File: src/rtl/count_step_decoder.sv
// count_step_decoder: watches the sampled output of an up/down counter and
// recovers the step command (enable, direction) behind each new sample.
// Illegal jumps are flagged and counted; lock is regained after LOCK_N
// consecutive legal deltas. All step outputs are registered.
module count_step_decoder #(
    parameter int unsigned WIDTH  = 4,
    parameter int unsigned RUN_W  = 8,
    parameter int unsigned ERR_W  = 8,
    parameter int unsigned LOCK_N = 2
) (
    input  logic             clk,
    input  logic             reset_n,
    input  logic             count_valid,
    input  logic [WIDTH-1:0] count,
    input  logic             clear_err,
    output logic             step_valid,
    output logic             step_en,
    output logic             step_up,
    output logic             step_err,
    output logic             locked,
    output logic [RUN_W-1:0] run_len,
    output logic [ERR_W-1:0] err_cnt,
    output logic             err_seen
);

    typedef enum logic [1:0] {StUnlocked, StLocked, StHold} state_e;
    typedef enum logic [1:0] {ClsIdle, ClsUp, ClsDown, ClsErr} class_e;

    localparam logic [3:0]       LockN  = 4'(LOCK_N);
    localparam logic [WIDTH-1:0] DeltaUp = WIDTH'(1);

    state_e           state_q, state_d;
    logic [3:0]       good_q, good_d;
    logic [WIDTH-1:0] prev_q;

    logic             step_valid_q, step_en_q, step_up_q, step_err_q;
    class_e           class_q, cls;
    logic [RUN_W-1:0] run_len_q, run_d;
    logic [ERR_W-1:0] err_cnt_q, err_cnt_d, err_base;
    logic             err_seen_q, err_seen_d;

    logic [WIDTH-1:0] delta;
    logic             d_en, d_up, d_err;
    logic             decode_fire;

    // Classify the modular delta between this sample and the reference
    always_comb begin
        delta = count - prev_q;
        d_en  = 1'b0;
        d_up  = 1'b0;
        d_err = 1'b0;
        cls   = ClsIdle;
        if (delta == '0) begin
            cls = ClsIdle;
        end else if (delta == DeltaUp) begin
            d_en = 1'b1;
            d_up = 1'b1;
            cls  = ClsUp;
        end else if (delta == '1) begin
            d_en = 1'b1;
            cls  = ClsDown;
        end else begin
            d_err = 1'b1;
            cls   = ClsErr;
        end
    end

    // The very first sample after reset only seeds the reference
    assign decode_fire = count_valid && (state_q != StUnlocked);

    // FSM state register plus lock counter and reference sample
    always_ff @(posedge clk or posedge reset_n) begin
        if (reset_n) begin
            state_q <= StUnlocked;
            good_q  <= '0;
            prev_q  <= '0;
        end else begin
            state_q <= state_d;
            good_q  <= good_d;
            if (count_valid) begin
                prev_q <= count;  // resync even on illegal jumps
            end
        end
    end

    // FSM next state: drop lock on an illegal delta, regain after LOCK_N good ones
    always_comb begin
        state_d = state_q;
        good_d  = good_q;
        if (count_valid) begin
            unique case (state_q)
                StUnlocked: state_d = StLocked;
                StLocked: begin
                    if (d_err) begin
                        state_d = StHold;
                        good_d  = '0;
                    end
                end
                StHold: begin
                    if (d_err) begin
                        good_d = '0;
                    end else if (good_q + 4'd1 == LockN) begin
                        state_d = StLocked;
                        good_d  = '0;
                    end else begin
                        good_d = good_q + 4'd1;
                    end
                end
                default: begin
                    state_d = StUnlocked;
                    good_d  = '0;
                end
            endcase
        end
    end

    // FSM outputs
    always_comb begin
        locked = (state_q == StLocked);
    end

    // Next run length and error bookkeeping
    always_comb begin
        if (d_err) begin
            run_d = '0;
        end else if (cls != class_q) begin
            run_d = RUN_W'(1);
        end else if (run_len_q == '1) begin
            run_d = run_len_q;
        end else begin
            run_d = run_len_q + RUN_W'(1);
        end

        // A new error in the same cycle as clear_err still counts as one
        err_base   = clear_err ? '0 : err_cnt_q;
        err_cnt_d  = err_base;
        err_seen_d = clear_err ? 1'b0 : err_seen_q;
        if (decode_fire && d_err) begin
            err_seen_d = 1'b1;
            if (err_base != '1) begin
                err_cnt_d = err_base + ERR_W'(1);
            end
        end
    end

    // Registered step outputs; fields hold between decoded samples
    always_ff @(posedge clk or posedge reset_n) begin
        if (reset_n) begin
            step_valid_q <= 1'b0;
            step_en_q    <= 1'b0;
            step_up_q    <= 1'b0;
            step_err_q   <= 1'b0;
            // Error class makes the first decoded legal sample a class change
            class_q      <= ClsErr;
            run_len_q    <= '0;
            err_cnt_q    <= '0;
            err_seen_q   <= 1'b0;
        end else begin
            step_valid_q <= decode_fire;
            if (decode_fire) begin
                step_en_q  <= d_en;
                step_up_q  <= d_up;
                step_err_q <= d_err;
                class_q    <= cls;
                run_len_q  <= run_d;
            end
            err_cnt_q  <= err_cnt_d;
            err_seen_q <= err_seen_d;
        end
    end

    // Drive ports from the registered step state
    always_comb begin
        step_valid = step_valid_q;
        step_en    = step_en_q;
        step_up    = step_up_q;
        step_err   = step_err_q;
        run_len    = run_len_q;
        err_cnt    = err_cnt_q;
        err_seen   = err_seen_q;
    end

endmodule

File: config.mk
export PLATFORM = sky130hd
export DESIGN_NAME = count_step_decoder
export DESIGN_NICKNAME = d
export VERILOG_FILES = /design/src/rtl/count_step_decoder.sv
export SDC_FILE = /design/constraint.sdc
export NUM_CORES = 1
export LEC_CHECK = 0
export CORE_MARGIN = 2
export CORE_UTILIZATION = 45
export CTS_CLUSTER_DIAMETER = 40
export DETAILED_ROUTE_END_ITERATION = 16
export GPL_TIMING_DRIVEN = 0
export PLACE_DENSITY = 0.71
export SYNTH_ARGS = -nofsm -noshare
export SYNTH_HDL_FRONTEND = slang
export SYNTH_SLANG_ARGS = --single-unit
export TNS_END_PERCENT = 5
File: constraint.sdc
create_clock -name clk -period 2.13 [get_ports clk]
set_input_delay 0.5325 -clock clk [delete_from_list [all_inputs] [get_ports clk]]
set_output_delay 0.5325 -clock clk [all_outputs]
set_load 0.1 [all_outputs]
==> impl_results.md <==
* Setup slack after layout at -0.131 ns
* Max-cap violation count at 0
* Count leader, synth: dfrtp_1
* Num ports at 30
* Post-synth top cells: dfrtp_1, nand2_1, nor2_1
* Setup Viol. Count Final at 13
* Worst setup path class: input pin to register
* Wire length per cell at between 10 and 15 µm
* Peak supply drop at 0.878 mV
* Worst-Skew Late Latency at roughly 0.29 ns
* Final ANT Viol Nets at 0
* CP arrival at 2.44 ns
* I/O Buffers at 29
* Failing checks: negative setup slack
* Max_slew headroom at approximately 37%
* Critical path buffer and inverter count at 1
* Post-synthesis sequential area ratio at between 40 and 50%
* Initial antenna violation count at 0
* Vias/cell at 5.52
* GPL Wtd Cong at between 0.7 and 0.8
* Dpl hpwl at roughly 2.9 mm
* Placed instance area at around 0.0024 mm²
* Die W at approximately 70 µm
* Max Fclk at 442 MHz
* Final Hold Vio Count at 0
* Crit-path max FO at 6
* Hold slack at about 0.47 ns
* Post-Route Skew at ~0.0057 ns
* DP Cell Count at between 200 and 300
* Pins Over Slew Limit at 0
* P&R area growth vs syn at 35.0%
* Maximum buffer depth of the clock tree at 2
* Req. time, crit path at 2.31 ns
* DRT iter0 DRCs at 58
* Design Area, Final at ~0.0026 mm²
* EDFF count, synth at 0
* Critical path startpoint category: input pin
* Dominant cell type by area after synthesis: dfrtp_1
* Synth area leaders: dfrtp_1, nand2_1, ha_1, a21oi_1, nor2_1
* Gr usage total at approximately a fifth
* Synth async-reset ratio at 100%
* Nets at about 280
* Initial Util at between 40% and 50%
* GR Overflow Total at 0
* Fin crit share at 106%
* Vias in the first global route at ~1600
* Clock sinks at 33
* Worst min path class: register to register
* Crit-path max cell delay at 0.37 ns
* Die Y at roughly 70 µm
* Final wirelength at 4.35 mm
* Actual slew at the worst max-slew pin at 0.955 ns
* Fin crit period at around 2.3 ns
* H-tree Lvls at 2
* Cts hold-fix bufs at 0
* Fin cells at between 300 and 400
* RSZ-0062 raised after global routing: true
* Run status: complete, but fails checks
* Synth Register Bits at 33
* Worst path cell trace: clkdlybuf4s15_2 > ha_4 > and3b_2 > or3_4 > and2_4 > mux2_4 > a21o_1 > a32o_1
* DRC viols at 0
* Vias at between 1500 and 2000
* Die area at between 0.004 and 0.005 mm²
* Critical path's slowest cell: or3_4
* Layout cells sized above 1 at roughly a quarter
* First-pass GRT wire length at approximately 7.4 mm
* Syn avg cell area at slightly below 9 µm²
* Synthesized Nets at roughly 230
* Diodes inserted at 0
* Worst Setup End Kind: register
* Ys Warns at 0
* First drt pass iteration count at 4
* # rows at 23
* Core Util, Final at between 60 and 70%
* Post-synthesis instance area at around 0.002 mm²
* Core area at between 0.004 and 0.005 mm²
* TritonCTS Buffers at 5
* Yosys cell types at 42
* P per Cell Area at ~1000 mW/mm²
* CTS root buf: clkbuf_8
* Syn Inst Count at 218
* Clk pin slew, worst setup/hold paths at ~0.07 ns
* Cell family with most CP delay: simple AND/OR/NAND/NOR gates
* Synth Flop Type: dfrtp_1
* Total power at around 2700 µW
* Largest net degree at the start of global routing at 34
* Leakage power at between 0.001 and 0.0015 µW
* CTS tree: done
* Top cell type's share of synthesized area at around two fifths
-- timing repair --
item / CTS / global route
endpoints found under the setup margin: 50 / 33
setup buffers: 8 / 2
pin swaps: 14 / 13
resized for setup: 55 / 23
-- kinds of logic (layout without fill, tap and decap cells) --
| family | after synthesis | in the layout | synth area share (%) |
|---|---|---|---|
| adders and majority gates | 8 | 8 | 5.53 |
| and+or+nand+nor | 91 | 91 | 24.2 |
| buffers and inverters | 17 | 63 | 3.67 |
| AOI/OAI and AO/OA | 55 | 55 | 16.8 |
| DFF | 33 | 33 | 42.6 |
| xor gates and xnor gates | 6 | 6 | 2.70 |
| muxes | 8 | 8 | 4.57 |
-- placed cells by master (no fill, tap or decap), types with 3 or more instances in the layout --
cell / netlist / layout
a21oi_1: 14 / 12
a31oi_1: 7 / 7
buf_4: 0 / 6
buf_6: 1 / 3
clkbuf_1: 6 / 7
clkbuf_2: 0 / 4
clkbuf_8: 0 / 5
clkdlybuf4s15_2: 0 / 5
clkdlybuf4s50_1: 0 / 4
dfrtp_1: 31 / 29
dlygate4sd2_1: 0 / 16
ha_1: 7 / 4
ha_4: 0 / 3
inv_1: 10 / 6
inv_2: 0 / 3
mux2i_1: 4 / 4
nand2_1: 24 / 22
nand2b_1: 7 / 7
nand3_1: 10 / 8
nand4_1: 3 / 3
nor2_1: 18 / 16
nor2b_1: 6 / 4
nor3_1: 5 / 4
o21ai_0: 13 / 11
o21ai_1: 5 / 4
o21ai_2: 0 / 3
o31ai_1: 4 / 4
xnor2_1: 4 / 4
-- metal layers --
metal,GRT usage [%],wire length (µm),up-vias
met1,24.5,1980,805
met4,8.97,128,0
met5,0,0,-
met3,4.22,209,15
li1,-,-,867
met2,30.1,2030,47
-- per-stage QoR --
stage	TNS, ns	setup slack [ns]
2_1_floorplan	-2.61	-0.252
3_3_place_gp	-20.58	-0.959
3_5_place_dp	-21.58	-0.984
4_1_cts	-2.17	-0.207
5_1_grt	-2.75	-0.214
6_report	-1.13	-0.131
-- where the power goes --
| group | total [µW] | switching [µW] | internal, µW |
|---|---|---|---|
| logic | 1370 | 940 | 428 |
| clock network | 455 | 223 | 232 |
| registers | 917 | 148 | 769 |
| total | 2740 | 1310 | 1430 |
-- flip-flops by register name (all words and copies together) (netlist names) --
register	count
step_err	1
class_q	2
step_up	1
run_len	8
err_cnt	8
good_q	4
step_en	1
state_q	2
err_seen	1
step_valid	1
prev_q	4
-- final timing paths --
kind / start / endpoint / slack (ns) / depth (start not counted)
worst max register to register: prev_q[0] / run_len[3] / -0.11 / 9
min in group asynchronous: reset_n / err_cnt[5] / 0.57 / 2
worst min-delay path: step_err / step_err / 0.47 / 2
worst max-delay path: count[1] / run_len[1] / -0.13 / 8
worst min register to register: step_err / step_err / 0.47 / 2
max in group asynchronous: reset_n / class_q[1] / 1.02 / 3
-- area by class of cell --
type	instances	area (µm²)
fillers	349	1460
multi-input cells	168	1210
flip-flops and latches	33	831
repair buffers	40	383
clock buffers	8	80.1
well taps	50	62.6
inverters	10	37.5
plain buffers	5	20.0
-- tightest hold or removal path, stage by stage, from the launching register on --
cell and delay [ns]:
dfrtp_1 0.34, nand2_1 0.05, nand2_1 0.06
(Power assumes the default switching activity.)
